===== config.mk =====
export PLATFORM = sky130hd
export DESIGN_NAME = ip_checksum_arbiter
export DESIGN_NICKNAME = d
export VERILOG_FILES = /design/src/rtl/ip_checksum_arbiter.sv
export SDC_FILE = /design/constraint.sdc
export NUM_CORES = 1
export LEC_CHECK = 0
export BUFFER_PORTS_ARGS = -buffer_cell sky130_fd_sc_hd__buf_4
export CAP_MARGIN = 5
export CELL_PAD_IN_SITES_DETAIL_PLACEMENT = 1
export CELL_PAD_IN_SITES_GLOBAL_PLACEMENT = 1
export CORE_AREA = 2 2 72 74
export CTS_CLUSTER_DIAMETER = 200
export DETAILED_ROUTE_END_ITERATION = 12
export DIE_AREA = 0 0 74 76
export PLACE_DENSITY_LB_ADDON = 0.08
export SLEW_MARGIN = 20
export SYNTH_ARGS = -nofsm -noshare
export SYNTH_HDL_FRONTEND = slang
export SYNTH_SLANG_ARGS = --single-unit

===== constraint.sdc =====
create_clock -name clk -period 2.27 [get_ports clk]
set_input_delay 0.1135 -clock clk [delete_from_list [all_inputs] [get_ports clk]]
set_output_delay 0.1135 -clock clk [all_outputs]
set_load 0.05 [all_outputs]

===== src/rtl/ip_checksum_arbiter.sv =====
// ip_checksum_arbiter: shares one checksum engine between N_REQ AXI-Stream
// packet sources. Round-robin arbitration per packet, the grant is held from
// the first beat to tlast, and each result is returned tagged with the index
// of the requester that produced it. Only one packet is in flight at a time.
//
// Handshake semantics (all streams): a beat transfers on a rising clk edge
// where tvalid and tready are both high. Once the source raises tvalid it keeps
// data stable until the transfer. The arbiter never makes its input ready
// depend on anything except the granted lane's engine ready.
//
// Optional feature: define IP_CSUM_ARB_UDP_EN to add axis_i_udp. A zero
// checksum from a UDP packet is then reported as 16'hFFFF.
module ip_checksum_arbiter #(
    parameter int N_REQ      = 4,
    parameter int AXIS_BYTES = 2,
    localparam int ID_W      = (N_REQ > 1) ? $clog2(N_REQ) : 1,
    localparam int W         = AXIS_BYTES * 8
) (
    input  logic                 clk,
    input  logic                 sreset,
    output logic [N_REQ-1:0]     axis_i_tready,
    input  logic [N_REQ-1:0]     axis_i_tvalid,
    input  logic [N_REQ-1:0]     axis_i_tlast,
    input  logic [N_REQ*W-1:0]   axis_i_tdata,
`ifdef IP_CSUM_ARB_UDP_EN
    input  logic [N_REQ-1:0]     axis_i_udp,
`endif
    input  logic                 axis_e_tready,
    output logic                 axis_e_tvalid,
    output logic                 axis_e_tlast,
    output logic [W-1:0]         axis_e_tdata,
    output logic                 axis_r_tready,
    input  logic                 axis_r_tvalid,
    input  logic [15:0]          axis_r_csum,
    input  logic                 axis_o_tready,
    output logic                 axis_o_tvalid,
    output logic [15:0]          axis_o_csum,
    output logic [ID_W-1:0]      axis_o_tid,
    output logic [1:0]           fsm_state
);

    localparam int CW = ID_W + 1;

    typedef enum logic [1:0] {
        IDLE = 2'd0,
        XFER = 2'd1,
        RSLT = 2'd2
    } state_t;

    state_t          state;
    logic [ID_W-1:0] rr_ptr;
    logic [ID_W-1:0] grant;
    logic [ID_W-1:0] pick;
    logic            any_valid;
    logic [CW-1:0]   cand;
    logic            lane_valid;
    logic            lane_last;
    logic [W-1:0]    lane_data;
    logic            beat_hs;
    logic            res_hs;

`ifdef IP_CSUM_ARB_UDP_EN
    logic            first_beat;
    logic            udp_flag;
`endif

    // Round-robin search: first valid lane at or after rr_ptr, wrapping to 0.
    always_comb begin
        pick      = '0;
        any_valid = 1'b0;
        cand      = '0;
        for (int i = 0; i < N_REQ; i++) begin
            cand = {1'b0, rr_ptr} + CW'(i);
            if (cand >= CW'(N_REQ)) begin
                cand = cand - CW'(N_REQ);
            end
            if (!any_valid && axis_i_tvalid[cand[ID_W-1:0]]) begin
                pick      = cand[ID_W-1:0];
                any_valid = 1'b1;
            end
        end
    end

    assign lane_valid = axis_i_tvalid[grant];
    assign lane_last  = axis_i_tlast[grant];
    assign lane_data  = axis_i_tdata[grant*W +: W];
    assign beat_hs    = (state == XFER) && lane_valid && axis_e_tready;
    assign res_hs     = (state == RSLT) && axis_r_tvalid && axis_o_tready;

    // Packet-level FSM: arbitrate in IDLE, forward beats in XFER, return result in RSLT.
    always_ff @(posedge clk) begin
        if (sreset) begin
            state  <= IDLE;
            rr_ptr <= '0;
            grant  <= '0;
`ifdef IP_CSUM_ARB_UDP_EN
            first_beat <= 1'b0;
            udp_flag   <= 1'b0;
`endif
        end else begin
            case (state)
                IDLE: begin
                    if (any_valid) begin
                        grant <= pick;
                        state <= XFER;
`ifdef IP_CSUM_ARB_UDP_EN
                        first_beat <= 1'b1;
`endif
                    end
                end
                XFER: begin
                    if (beat_hs) begin
`ifdef IP_CSUM_ARB_UDP_EN
                        first_beat <= 1'b0;
                        if (first_beat) begin
                            udp_flag <= axis_i_udp[grant];
                        end
`endif
                        if (lane_last) begin
                            state <= RSLT;
                        end
                    end
                end
                RSLT: begin
                    if (res_hs) begin
                        rr_ptr <= (grant == ID_W'(N_REQ - 1)) ? '0 : grant + ID_W'(1);
                        state  <= IDLE;
                    end
                end
                default: state <= IDLE;
            endcase
        end
    end

    // Stream steering: only the granted lane is connected, and only in its phase.
    always_comb begin
        axis_i_tready = '0;
        axis_e_tvalid = 1'b0;
        axis_e_tlast  = 1'b0;
        axis_e_tdata  = lane_data;
        axis_r_tready = 1'b0;
        axis_o_tvalid = 1'b0;
        if (!sreset) begin
            case (state)
                XFER: begin
                    axis_e_tvalid        = lane_valid;
                    axis_e_tlast         = lane_last;
                    axis_i_tready[grant] = axis_e_tready;
                end
                RSLT: begin
                    axis_o_tvalid = axis_r_tvalid;
                    axis_r_tready = axis_o_tready;
                end
                default: begin
                end
            endcase
        end
    end

`ifdef IP_CSUM_ARB_UDP_EN
    // UDP reserves 0x0000 for "no checksum", so a computed zero is sent as 0xFFFF.
    assign axis_o_csum = (udp_flag && (axis_r_csum == 16'h0000)) ? 16'hFFFF : axis_r_csum;
`else
    assign axis_o_csum = axis_r_csum;
`endif

    assign axis_o_tid = sreset ? '0 : grant;
    assign fsm_state  = state;

endmodule


==> impl_metrics.py <==
metrics = {
    "status": {
        "outcome": "finished clean",
    },
    "cells_and_area": {
        "final_area_um2": 1819,
        "fin_util_pct": 37.04,
        "num_antenna_cells": 0,
        "finalNonFillerCells": 256,
        "syn_to_final_growth_pct": 73.72,
        "layout-drive-gt1-share_pct": 63.98,
        "fin_nets": 285,
    },
    "clocking": {
        "h-tree-depth": 1,
        "clkSinkCount": 6,
        "cts_tree": "yes",
        "clk_latency_ns": 0.22,
        "clockBufferDepth": 2,
        "cts_setup_buffers": 0,
        "clkSlewWorstSetupHoldPaths_ns": 0.04,
        "ctsResizeCount": 0,
        "cts-root-buf": "clkbuf_8",
        "cts_made_buffers": 3,
        "cts_hold_buffers": 0,
    },
    "routing": {
        "wl_per_cell_um": 15.79,
        "drt-total-wl_um": 4043,
        "drtIter0Drc": 32,
        "antenna_left": 0,
        "dr.pass1.iters": 4,
        "via_count": 1176,
        "via_per_inst": 4.594,
        "drc": 0,
    },
    "placed_design": {
        "gp_congestion": 0.7586,
        "portBuffers": 104,
        "dp.cells": 253,
        "place_area_um2": 1778,
        "dp_hpwl_um": 3478,
        "dpl_worst_slack_ns": 0.4836,
    },
    "power_and_ir_drop": {
        "pwr-share-seq_pct": 17.4,
        "switchingPower_mw": 0.2783,
        "leakage_nw": 0.8636,
        "p_total_mw": 0.6998,
        "switching_share_pct": 39.76,
        "comb_power_share_pct": 59.1,
        "p_per_area_nw_per_um2": 384.6,
        "ir_worst_vdd_v": 0.0001204,
        "p_clk_share_pct": 23.5,
        "p_int_mw": 0.4215,
    },
    "sta": {
        "fin_crit_sh_pct": 87.92,
        "setup_violations": 0,
        "final.setup_skew_ns": 0.0005910,
        "finalMaxSlewViolations": 0,
        "setup_slack_ns": 0.2743,
        "slew_headroom_pct": 67.66,
        "fmax_mhz": 501.1,
        "tightest_slew_ns": 0.4844,
        "min_period_ns": 1.996,
        "tns_ns": 0,
        "fin_hold_ws_ns": 0.1184,
        "grt_setup_unrepaired": "false",
        "hold_viol": 0,
    },
    "setup_path": {
        "worst_setup_path_start_kind": "register",
        "worstSetupEndpoint": "axis_e_tdata[8]",
        "path_max_fanout": 16,
        "regToRegSetupSlack_ns": 0.70,
        "endpoint_kind": "output port",
        "cp.arrival_ns": 1.88,
        "required_ns": 2.16,
        "critPathLaunch": "grant[0]",
        "r2r_end": "rr_ptr[1]",
        "r2r_start": "grant[0]",
        "r2r.worst_path.cells": 5,
        "critical_path_class": "reg2out",
    },
    "synthesis": {
        "syn_inst": 98,
        "synth_cell_types": 29,
        "yosysWarnings": 0,
        "syn_nets": 195,
        "seq_area_frac_synth_pct": 11.47,
        "synth_seq_cells": 6,
        "syn_area_um2": 1047,
        "synth.avg_cell_area_um2": 10.69,
    },
    "floorplanning": {
        "start_util_pct": 21.32,
        "placementRows": 26,
        "core_area_um2": 4912,
        "dieArea_um2": 5624,
        "die_w_um": 74,
        "ios": 137,
        "dieHeight_um": 76,
    },
    "global_routing": {
        "grt-ovfl-total": 0,
        "grt_antenna_before_repair": 0,
        "grt_max_degree": 17,
        "track_usage_pct": 13.79,
        "grt_pass1_wl_um": 6099,
        "grt.met1_usage_pct": 15.79,
        "busiest_layer": "met2",
        "grt_use_met2_pct": 24.82,
        "grt_pass1_vias": 1243,
        "grtUsageMet3_pct": 3.042,
    },
    "run": {
        "max_cap_viol_count": 0,
    },
    "min_path": {
        "hold_path.class": "in2reg",
    },
}
[sequential cells by signal, summed over array words and instances, names as in the netlist]
register	cells
fsm_state	2
grant	2
rr_ptr	2
[placed cells by master, fill, tap and decap left out, drive strengths merged]
master  count
inv         4
nor3b       1
mux4       18
o21a        1
or3         2
nor4        1
and3        4
ha          4
mux2i       2
clkbuf      3
a21oi       3
nor2b       1
nor4bb      1
a32o        2
o221ai      1
o21ai       3
a31oi       1
buf       106
a21boi      1
or2         1
dfxtp       6
nand4       1
nor2        9
nand2       3
and2        6
o21bai      1
[worst min-delay path by stage]
stage               cells after the start  slack [ns]            start              end
global placement                        0        0.23  axis_r_csum[11]  axis_o_csum[11]
CTS                                     2        0.12           sreset        rr_ptr[0]
detailed placement                      0        0.23  axis_r_csum[11]  axis_o_csum[11]
floorplan                               2        0.28    axis_o_tready     fsm_state[1]
finish                                  2        0.12           sreset        rr_ptr[0]
global route                            2        0.12           sreset        rr_ptr[0]
[power by group through the flow]
stage / logic, mW / registers (mW) / clock network [mW]
floorplan: 0.314 / 0.127 / 0
global placement: 0.413 / 0.124 / 0
detailed placement: 0.418 / 0.124 / 0
CTS: 0.418 / 0.122 / 0.168
global route: 0.437 / 0.123 / 0.175
finish: 0.413 / 0.122 / 0.165
[critical path, stage by stage, from the launching register on]
cell and delay (ns):
dfxtp_1 0.51, buf_4 0.34, mux4_1 0.59, buf_4 0.21
[Yosys cell counts]
library cell  number  area (um^2)
buf_4             17        127.6
mux4_1             9        236.5
mux4_2             9        202.7
nor2_1             9        33.78
and2_1             6        37.54
dfxtp_1            6        120.1
and3_1             4        25.02
ha_1               4        50.05
inv_1              4        15.01
a21oi_1            3        15.01
nand2_1            3        11.26
o21ai_0            3        15.01
a32o_1             2        20.02
buf_2              2        10.01
mux2i_1            2        20.02
or3_1              2        12.51
a21boi_0           1        7.510
a31oi_1            1        6.260
buf_6              1        11.26
clkbuf_1           1        3.750
nand4_1            1        6.260
nor2b_1            1        6.260
nor3b_1            1        7.510
nor4_1             1        6.260
nor4bb_1           1        10.01
o21a_1             1        7.510
o21bai_1           1        7.510
o221ai_1           1        8.760
or2_2              1        6.260
[cell type report]
cell class,count,area [um^2]
Clock buffer,3,41.29
Fill cell,595,3093
Timing Repair Buffer,106,795.8
Inverter,4,15.01
Tap cell,70,87.58
Sequential cell,6,120.1
Multi-Input combinational cell,67,759.5
[routing by layer]
layer / up-vias / part of all wire, %
met5: - / 0
met4: 0 / 1.2
met3: 4 / 10
met2: 69 / 51
met1: 558 / 38
li1: 545 / -
[kinds of logic (layout without fill, tap and decap cells)]
group                    count (synthesis)  in the layout  synth area share (%)
buffers and inverters                   25            113                 16.01
multiplexers                            20             20                 43.85
AO/OA/AOI/OAI                           13             13                 8.364
flip-flops                               6              6                 11.47
AND/OR/NAND/NOR                         30             30                 15.53
adder cells (fa/ha/maj)                  4              4                 4.779
Note: power is estimated with default switching activity, not from simulation.
